--- config.mk ---
export PLATFORM = sky130hd
export DESIGN_NAME = swo_source_arb
export DESIGN_NICKNAME = d
export VERILOG_FILES = /design/src/rtl/swo_source_arb.sv
export SDC_FILE = /design/constraint.sdc
export NUM_CORES = 1
export LEC_CHECK = 0
export BUFFER_PORTS_ARGS = -buffer_cell sky130_fd_sc_hd__buf_2
export CAP_MARGIN = 20
export CORE_ASPECT_RATIO = 0.9
export CORE_MARGIN = 5
export CORE_UTILIZATION = 45
export CTS_CLUSTER_DIAMETER = 60
export DETAILED_ROUTE_END_ITERATION = 10
export PLACE_DENSITY_LB_ADDON = 0.05
export SETUP_SLACK_MARGIN = 0.4
export SYNTH_ARGS = -nofsm -noshare
export SYNTH_HDL_FRONTEND = slang
export SYNTH_SLANG_ARGS = --single-unit
--- constraint.sdc ---
create_clock -name clk -period 4 [get_ports clk]
set_input_delay 0.2 -clock clk [delete_from_list [all_inputs] [get_ports clk]]
set_output_delay 0.2 -clock clk [all_outputs]
set_load 0.02 [all_outputs]
--- src/rtl/swo_source_arb.sv ---
// swo_source_arb: picks one SWO byte decoder (Manchester or UART/NRZ), by
// forced mode or by automatic lock-on, and queues its bytes in a small FIFO
// for the trace packet layer. Reports lock state, overflow and drop count.
module swo_source_arb #(
    parameter int TIMEOUT_W  = 20,
    parameter int LOCK_BYTES = 4,
    parameter int FIFO_DEPTH = 4
) (
    input  logic                 clk,
    input  logic                 rst,
    input  logic [1:0]           mode,
    input  logic [TIMEOUT_W-1:0] idleTicks,
    input  logic                 manchAvail,
    input  logic [7:0]           manchByte,
    input  logic                 uartAvail,
    input  logic [7:0]           uartByte,
    output logic                 outValid,
    output logic [7:0]           outByte,
    input  logic                 outReady,
    output logic [1:0]           activeSrc,
    output logic                 overflow,
    output logic [15:0]          dropCount
);

    localparam int AW = $clog2(FIFO_DEPTH);
    localparam logic [3:0] LOCK_B = 4'(LOCK_BYTES);
    localparam logic [TIMEOUT_W-1:0] T_ZERO = {TIMEOUT_W{1'b0}};
    localparam logic [TIMEOUT_W-1:0] T_ONE  = {{(TIMEOUT_W-1){1'b0}}, 1'b1};

    typedef enum logic [2:0] {
        ST_IDLE   = 3'd0,
        ST_CAND_M = 3'd1,
        ST_CAND_U = 3'd2,
        ST_LOCK_M = 3'd3,
        ST_LOCK_U = 3'd4
    } state_t;

    state_t               state_r, state_s;
    logic                 prev_m_r, prev_u_r;
    logic [1:0]           mode_r;
    logic [3:0]           cand_cnt_r, cand_cnt_s;
    logic [TIMEOUT_W-1:0] idle_cnt_r, idle_cnt_s;
    logic [AW:0]          wr_ptr_r, rd_ptr_r;
    logic [7:0]           mem_r [FIFO_DEPTH];
    logic                 out_valid_r;
    logic [7:0]           out_byte_r;
    logic [1:0]           active_src_r;
    logic                 overflow_r;
    logic [15:0]          drop_count_r;

    logic                 ev_m_s, ev_u_s, mode_chg_s;
    logic [TIMEOUT_W-1:0] idle_inc_s;
    logic                 timeout_s;
    logic                 push_req_s, push_s, pop_s, drop_s, full_s;
    logic [7:0]           in_byte_s;
    logic [AW:0]          wr_ptr_s, rd_ptr_s;
    logic [7:0]           head_s;
    logic [1:0]           active_src_s;

    assign ev_m_s     = manchAvail ^ prev_m_r;
    assign ev_u_s     = uartAvail ^ prev_u_r;
    assign mode_chg_s = (mode != mode_r);
    assign idle_inc_s = (&idle_cnt_r) ? idle_cnt_r : idle_cnt_r + T_ONE;
    // Timeout fires on the edge at which the counter reaches idleTicks.
    assign timeout_s  = (idleTicks != T_ZERO) && (idle_inc_s == idleTicks);

    // Next-state logic for source selection, candidate and idle counters.
    always_comb begin
        state_s    = state_r;
        cand_cnt_s = cand_cnt_r;
        idle_cnt_s = idle_cnt_r;
        if (mode_chg_s) begin
            cand_cnt_s = 4'd0;
            idle_cnt_s = T_ZERO;
            case (mode)
                2'd1:    state_s = ST_LOCK_M;
                2'd2:    state_s = ST_LOCK_U;
                default: state_s = ST_IDLE;
            endcase
        end else begin
            case (mode)
                2'd1: state_s = ST_LOCK_M;
                2'd2: state_s = ST_LOCK_U;
                2'd3: begin
                    case (state_r)
                        ST_IDLE: begin
                            idle_cnt_s = T_ZERO;
                            if (ev_m_s && !ev_u_s) begin
                                cand_cnt_s = 4'd1;
                                state_s    = (LOCK_B == 4'd1) ? ST_LOCK_M : ST_CAND_M;
                            end else if (ev_u_s && !ev_m_s) begin
                                cand_cnt_s = 4'd1;
                                state_s    = (LOCK_B == 4'd1) ? ST_LOCK_U : ST_CAND_U;
                            end else begin
                                cand_cnt_s = 4'd0;
                            end
                        end
                        ST_CAND_M, ST_CAND_U: begin
                            if ((state_r == ST_CAND_M) ? ev_u_s : ev_m_s) begin
                                state_s    = ST_IDLE;
                                cand_cnt_s = 4'd0;
                                idle_cnt_s = T_ZERO;
                            end else if ((state_r == ST_CAND_M) ? ev_m_s : ev_u_s) begin
                                idle_cnt_s = T_ZERO;
                                if (cand_cnt_r + 4'd1 == LOCK_B) begin
                                    cand_cnt_s = 4'd0;
                                    state_s    = (state_r == ST_CAND_M) ? ST_LOCK_M : ST_LOCK_U;
                                end else begin
                                    cand_cnt_s = cand_cnt_r + 4'd1;
                                end
                            end else if (timeout_s) begin
                                state_s    = ST_IDLE;
                                cand_cnt_s = 4'd0;
                                idle_cnt_s = T_ZERO;
                            end else begin
                                idle_cnt_s = idle_inc_s;
                            end
                        end
                        ST_LOCK_M, ST_LOCK_U: begin
                            if ((state_r == ST_LOCK_M) ? ev_m_s : ev_u_s) begin
                                idle_cnt_s = T_ZERO;
                            end else if (timeout_s) begin
                                state_s    = ST_IDLE;
                                idle_cnt_s = T_ZERO;
                            end else begin
                                idle_cnt_s = idle_inc_s;
                            end
                        end
                        default: begin
                            state_s    = ST_IDLE;
                            cand_cnt_s = 4'd0;
                            idle_cnt_s = T_ZERO;
                        end
                    endcase
                end
                default: begin
                    state_s    = ST_IDLE;
                    cand_cnt_s = 4'd0;
                    idle_cnt_s = T_ZERO;
                end
            endcase
        end
    end

    // FIFO control: push/pop/drop decisions, next pointers and next head byte.
    always_comb begin
        push_req_s = 1'b0;
        in_byte_s  = 8'd0;
        if (!mode_chg_s && (state_r == ST_LOCK_M) && ev_m_s) begin
            push_req_s = 1'b1;
            in_byte_s  = manchByte;
        end else if (!mode_chg_s && (state_r == ST_LOCK_U) && ev_u_s) begin
            push_req_s = 1'b1;
            in_byte_s  = uartByte;
        end else begin
            push_req_s = 1'b0;
        end
        full_s = (wr_ptr_r[AW] != rd_ptr_r[AW]) && (wr_ptr_r[AW-1:0] == rd_ptr_r[AW-1:0]);
        pop_s  = out_valid_r & outReady;
        push_s = push_req_s & (~full_s | pop_s);
        drop_s = push_req_s & full_s & ~pop_s;
        if (mode_chg_s) begin
            wr_ptr_s = '0;
            rd_ptr_s = '0;
            head_s   = 8'd0;
        end else begin
            wr_ptr_s = wr_ptr_r + {{AW{1'b0}}, push_s};
            rd_ptr_s = rd_ptr_r + {{AW{1'b0}}, pop_s};
            // A byte pushed into an (effectively) empty FIFO becomes the head at once.
            if (push_s && (rd_ptr_s == wr_ptr_r)) begin
                head_s = in_byte_s;
            end else begin
                head_s = mem_r[rd_ptr_s[AW-1:0]];
            end
        end
        case (state_s)
            ST_LOCK_M: active_src_s = 2'd1;
            ST_LOCK_U: active_src_s = 2'd2;
            default:   active_src_s = 2'd0;
        endcase
    end

    // Control state, pointers and registered status outputs.
    always_ff @(posedge clk or posedge rst) begin
        if (rst) begin
            state_r      <= ST_IDLE;
            prev_m_r     <= 1'b0;
            prev_u_r     <= 1'b0;
            mode_r       <= 2'd0;
            cand_cnt_r   <= 4'd0;
            idle_cnt_r   <= T_ZERO;
            wr_ptr_r     <= '0;
            rd_ptr_r     <= '0;
            out_valid_r  <= 1'b0;
            out_byte_r   <= 8'd0;
            active_src_r <= 2'd0;
            overflow_r   <= 1'b0;
            drop_count_r <= 16'd0;
        end else begin
            state_r      <= state_s;
            prev_m_r     <= manchAvail;
            prev_u_r     <= uartAvail;
            mode_r       <= mode;
            cand_cnt_r   <= cand_cnt_s;
            idle_cnt_r   <= idle_cnt_s;
            wr_ptr_r     <= wr_ptr_s;
            rd_ptr_r     <= rd_ptr_s;
            out_valid_r  <= (wr_ptr_s != rd_ptr_s);
            out_byte_r   <= head_s;
            active_src_r <= active_src_s;
            if (mode_chg_s) begin
                overflow_r   <= 1'b0;
                drop_count_r <= 16'd0;
            end else if (drop_s) begin
                overflow_r   <= 1'b1;
                drop_count_r <= (drop_count_r == 16'hFFFF) ? drop_count_r : drop_count_r + 16'd1;
            end else begin
                overflow_r   <= overflow_r;
                drop_count_r <= drop_count_r;
            end
        end
    end

    // FIFO storage; contents need no reset since the pointers define validity.
    always_ff @(posedge clk) begin
        if (push_s) begin
            mem_r[wr_ptr_r[AW-1:0]] <= in_byte_s;
        end
    end

    assign outValid  = out_valid_r;
    assign outByte   = out_byte_r;
    assign activeSrc = active_src_r;
    assign overflow  = overflow_r;
    assign dropCount = drop_count_r;

endmodule
# [After elaboration in Yosys (flattened, before gate mapping)]
# Memory sizes are Yosys's and may differ from the RTL's.
# Cells that the tools add are included.
[word_totals] register_bits=65 ram_bits=32 word_cells=118 n_memories=1
[op_classes] add_sub_neg=5 n_eq_ne=21 mux=48 n_bitwise=9 n_reduce_logical=21
[memory_table] memory="mem_r" depth=4 word_bits=8 read_ports=1 rd_ports_with_merged_regs=0 wr=1 line_no="44" text="logic [7:0] mem_r [FIFO_DEPTH];"
[ops] operator="20-bit two-way mux" n=6
[ops] operator="20-bit case mux with 2 select lines" n=2
[ops] operator="16-bit two-way mux" n=3
[ops] operator="3-bit two-way mux" n=11
[ops] operator="8-bit two-way mux" n=4
[ops] operator="20-bit by 1-bit adder with 20-bit output, second input constant" n=1
[ops] operator="20-bit == test" n=1
[ops] operator="4-bit two-way mux" n=5
[ops] operator="20-bit AND reduction" n=1
[ops] operator="20-bit nonzero test" n=1
[ops] operator="3-bit case mux with 3 select lines" n=2
[ops] operator="16-bit by 1-bit adder with 16-bit output, second input constant" n=1
[ops] operator="16-bit == test, second input constant" n=1
[ops] operator="4-bit case mux with 3 select lines" n=1
[ops] operator="1-bit two-way mux" n=11
[ops] operator="3-bit by 2-bit == test with 1-bit output, second input constant" n=3
[ops] operator="1-bit logical AND" n=9
[ops] operator="4-bit case mux with 2 select lines" n=1
[ops] operator="3-bit by 1-bit adder with 3-bit output" n=2
[ops] operator="3-bit == test, second input constant" n=2
[ops] operator="6-bit inequality test, second input constant" n=1
[ops] operator="3-bit case mux with 2 select lines" n=1
[ops] operator="2-bit OR reduction" n=3
[ops] operator="4-bit by 1-bit adder with 4-bit output, second input constant" n=1
[ops] operator="22 further kinds" n=30

# [Depth between registers and ports, before layout]
[logic_depth] depth_word=12 mapped_depth=14 depth_no_buf=11

# [Worst setup path after synthesis]
# Ideal clock, no wire load.
[synth_path] kind="reg2reg" startpoint="register idle_cnt_r[0]" endpoint="register idle_cnt_r[7]" setup_time_ns=0.126 arrival_time_ns=3.277 required_ns=3.874 slack_ns=0.597 path_stages_with_launch=15 n_path_buf=4 synth_period_minus_slack_ns=3.403 cell_sequence="dfrtp_1 -> ha_1 -> and3_1 -> buf_2 -> nand4_1 -> buf_2 -> or3_1 -> a21oi_1 -> o2111ai_1 -> or4_1 -> buf_2 -> o21a_1 -> buf_6 -> and3_1 -> a221o_1"
[synth_between] elab_chain_len=10 elab_cells_between_ends=12
[synth_lines] element="from (decl)" line_no="42" text="logic [TIMEOUT_W-1:0] idle_cnt_r, idle_cnt_s;"
[synth_lines] element="from (signal assigned)" line_no="205" text="idle_cnt_r <= idle_cnt_s;"
[synth_lines] element="20-bit by 1-bit adder with 20-bit output / 20-bit AND reduction (equally long branches)" line_no="63" text="assign idle_inc_s = (&idle_cnt_r) ? idle_cnt_r : idle_cnt_r + T_ONE;"
[synth_lines] element="20-bit two-way mux (*)" line_no="63"
[synth_lines] element="20-bit == test" line_no="65" text="assign timeout_s = (idleTicks != T_ZERO) && (idle_inc_s == idleTicks);"
[synth_lines] element="1-bit logical AND" line_no="65"
[synth_lines] element="20-bit two-way mux (*)" line_no="111, 122"
[synth_lines] element="20-bit two-way mux" line_no="103" text="end else if ((state_r == ST_CAND_M) ? ev_m_s : ev_u_s) begin"
[synth_lines] element="20-bit two-way mux" line_no="99" text="if ((state_r == ST_CAND_M) ? ev_u_s : ev_m_s) begin"
[synth_lines] element="20-bit case mux with 2 select lines (*)" line_no="85" text="case (state_r)"
[synth_lines] element="20-bit case mux with 2 select lines (*)" line_no="81" text="case (mode)"
[synth_lines] element="20-bit two-way mux (*)" line_no="72" text="if (mode_chg_s) begin"
# Mark *: on every way between the ends. The rest lies on a longest branch, timed or not.
# A chain may end at the register's enable or synchronous reset.

# [Worst setup path in the final report]
[layout_path] startpoint="register idle_cnt_r[6]" endpoint="register cand_cnt_r[0]"
[layout_between] elab_chain_len=6 elab_cells_between_ends=7
[layout_lines] element="20-bit by 1-bit adder with 20-bit output / 20-bit AND reduction (equally long branches)" line_no="63"
[layout_lines] element="20-bit two-way mux (*)" line_no="63"
[layout_lines] element="20-bit == test (*)" line_no="65"
[layout_lines] element="1-bit logical AND (*)" line_no="65"
[layout_lines] element="6-bit inequality test (no source line) (*)"
[layout_lines] element="3-bit AND reduction (no source line) (*)"
[layout_lines] element="to (signal assigned)" line_no="204" text="cand_cnt_r <= cand_cnt_s;"
[layout_lines] element="to (decl)" line_no="41" text="logic [3:0] cand_cnt_r, cand_cnt_s;"
# Marked as above.

==> key figures <==
Min path
  • HP Class: primary input to async pin

Floorplanning
  • Area of the die: between 15000 and 20000 sq um
  • Die X: roughly 130 microns
  • Die height: around 120 microns
  • Io pins: slightly above 70
  • Core area: between 10000 and 15000 sq um
  • # rows: 39
  • Initial Utilization: 0.462

Synthesis
  • Library cells used by synthesis: 79
  • Adder-cell area share of the yosys netlist: 0.0296
  • Main combinational cell family by area after synthesis: simple AND/OR/NAND/NOR gates
  • Syn Inst Count: 590
  • Xor-xnor portion of the synthesized cell area: 0.0667
  • Synth Register Bits: a little under 100
  • Leading area contributor after synthesis: dfrtp_1
  • Mux share of post-synthesis cell area: 0.0496
  • Sequential-to-total area share from yosys stat: 0.438
  • Avg Inst Size Synth: approximately 10 sq um
  • Top-count cell post-synth: dfrtp_1
  • Synth cell count leaders: dfrtp_1, nor2_1, nand2_1
  • Most common flop cell mapped by yosys: dfrtp_1
  • Post-synth top area share: 0.275
  • Post-synth EDFFs: 32
  • Top area cells in the synthesized netlist: dfrtp_1, edfxtp_1, xor2_1
  • Async set-reset flop share out of synthesis: 0.670
  • Compound-Gate Fraction of Synth Area: 0.176
  • Syn Nets: ~650
  • Ys Warns: 0
  • Synthesized area: between 5000 and 6000 sq um
  • Simple-gate area share of the yosys netlist: 0.199

Worst setup path
  • Reg2Reg Setup Slack: between 0.4 and 0.5 ns
  • Worst Setup SP: idle_cnt_r[6]$_DFFE_PP0P_
  • Critical path fanouts, max: 7
  • Crit start category: flip-flop
  • Kind of critical path: flip-flop to flip-flop
  • RR Endpoint: cand_cnt_r[0]$_DFFE_PP0P_
  • Critical-path top delay cell: or4_4
  • Worst Path Required: around 4.2 ns
  • CP cell instances: nand4_1, or4_4, o21ai_0, nor3b_1, xor2_1, o2111ai_2, o31a_1, mux2_1
  • Register-to-Register Path Depth: 8
  • CP peak stage delay: roughly 0.63 ns
  • Worst r2r src: idle_cnt_r[6]$_DFFE_PP0P_
  • CP endpoint kind: flip-flop
  • Crit path arrival time: about 3.8 ns

Power and ir drop
  • Lkg Pwr: 2.88 nW
  • Maximum VDD drop: roughly 320 uV
  • Tot Pwr: 0.00210 W
  • Pwr per Cell Area: 304 nW/um^2

Clock network
  • Root Buffer: clkbuf_16
  • Clk_lat worst skew: about 0.34 ns
  • # H-tree levels: 3
  • Clock slew seen by the registers of the worst setup and hold paths: roughly 0.070 ns
  • Total CTS buffers: 9
  • Sink Count: 97
  • CTS tree: built
  • CTS Buffer Depth: 2

Final layout
  • Area of the multi-input gates: approximately 3100 sq um
  • Non-Filler Instances: between 800 and 900
  • FF/Latch Area: 2590 sq um
  • Area Overhead vs Synth: 17.0%
  • Share of layout cells above drive strength 1: 0.234
  • Ant. Diodes: 0
  • Fill count: roughly 1.2k
  • Final net count: between 700 and 800

Route
  • Post-route ant nets: 0
  • First drt pass iteration count: 5
  • DR iter-0 viols: 425
  • Routed WL: approximately 16 mm
  • Routed length per instance: 19.0 microns
  • DRC: 0
  • DR vias/cell: 5.94
  • Vias post-DR: 5011

GRT
  • Pin count of the biggest net entering global routing: just over 40
  • Initial antenna violation count: 0
  • Total GRT Usage: 0.211
  • Number of global-route vias before repair: 4937
  • Grt total ovfl: 0
  • First-pass GRT wire length: roughly 26 mm

STA
  • Fin. Hold Viols: 0
  • Fmax: roughly 280 MHz
  • Slew margin rel.: 0.320
  • # setup viols final: 0
  • Tcrit/Tclk final: 0.881
  • RSZ-0062 raised after global routing: true
  • Worst Skew: 0.00878 ns
  • TNS Setup: 0 ns
  • Crit path time final: between 3 and 4 ns
  • Slew @ Worst Pin: roughly 1 ns
  • Final slew viol count: 0

Placement
  • DP HPWL: ~12 mm
  • Routability Congestion: 0.950
  • Port bufs: 70
  • Dpl cells: 823

Flow run
  • Max Cap Viol: 0

Outcome
  • Status: finished clean
## registers in the layout, indices dropped and copies added (netlist names), 2 cells and up
register and cells:
wr_ptr_r 3, dropCount 16, idle_cnt_r 20, mem_r 32
rd_ptr_r 3, state_r 3, outByte 8, mode_r 2
activeSrc 2, cand_cnt_r 4
## report_power, final
group	internal, W	switching (W)
combinational	0.0000826	0.000138
clock	0.000433	0.000390
sequential	0.00104	0.0000186
## how the worst max path moves through the flow
stage | slack [ns] | endpoint
2_1_floorplan | 0.60 | idle_cnt_r[7]$_DFFE_PP0P_
3_3_place_gp | 0.29 | idle_cnt_r[7]$_DFFE_PP0P_
3_5_place_dp | 0.26 | idle_cnt_r[7]$_DFFE_PP0P_
4_1_cts | 0.46 | idle_cnt_r[7]$_DFFE_PP0P_
5_1_grt | 0.36 | idle_cnt_r[7]$_DFFE_PP0P_
6_report | 0.48 | cand_cnt_r[0]$_DFFE_PP0P_
## cell families after synthesis
family | after synthesis
buffers and inverters | 53
AO/OA/AOI/OAI | 143
adder cells (fa/ha/maj) | 14
AND/OR/NAND/NOR | 219
multiplexers | 19
XOR/XNOR | 45
flip-flops | 97
## metrics by stage
stage	cell area [sq um]	hold WS (ns)	setup slack [ns]	utilization
after global routing	6920	0.0380	0.361	0.541
after floorplan	5910	0.231	0.597	-
after CTS	6880	0.0400	0.464	0.538
after detailed placement	6550	0.340	0.263	0.512
final	6920	0.0267	0.475	0.541
after global placement	6550	0.336	0.290	0.512
## area by class of cell
type	count	share of cell area
Clock inverter	7	0.00832
Clock buffer	9	0.0326
Inverter	21	0.0114
Tap cell	164	0.0297
Sequential cell	97	0.375
Multi-Input combinational cell	441	0.452
Timing Repair Buffer	105	0.0912
## cells in the final DEF (no fill, tap or decap), drive strengths merged, types with 3 or more instances in the layout
cell | synthesis | routed
nor2 | 51 | 51
nand4 | 16 | 16
o31ai | 8 | 8
a2111oi | 3 | 3
xnor2 | 20 | 20
mux4 | 8 | 8
and2 | 9 | 9
nand2b | 6 | 6
or3 | 10 | 10
mux2i | 9 | 9
dfrtp | 65 | 65
nor2b | 7 | 7
nand2 | 47 | 47
xor2 | 25 | 25
a211oi | 5 | 5
o21ai | 32 | 32
or2 | 3 | 3
or4 | 3 | 3
o41ai | 3 | 3
nor3b | 4 | 4
nand3 | 16 | 16
ha | 14 | 14
a22o | 12 | 12
nor3 | 14 | 14
a31oi | 11 | 11
nor4 | 12 | 13
a41oi | 3 | 3
a21o | 10 | 10
a21oi | 19 | 19
edfxtp | 32 | 32
a2bb2oi | 3 | 3
o22ai | 4 | 4
and3 | 15 | 15
clkbuf | 13 | 9
o211ai | 4 | 4
inv | 21 | 26
buf | 19 | 103
## worst max-delay path: cells and delay by family, from the launching register on
family	cells	cell delay [ns]
DFF	1	0.50
AOI/OAI and AO/OA	3	1.19
xor gates and xnor gates	1	0.21
muxes	1	0.33
and+or+nand+nor	3	1.17
## routing by layer
metal | global-route usage | up-vias | part of all wire
li1 | - | 2381 | -
met1 | 0.304 | 2432 | 0.46
met2 | 0.326 | 180 | 0.46
met3 | 0.0474 | 18 | 0.064
met4 | 0.0501 | 0 | 0.015
met5 | 0 | - | 0
## repair_timing
action	CTS	global route
hold endpoints to repair	2	0
gates cloned	1	0
resized for setup	3	10
hold buffers	2	0
setup buffers	2	0
endpoints found under the setup margin	22	27
pin swaps	1	1
Power figures use the tool's default switching activity.
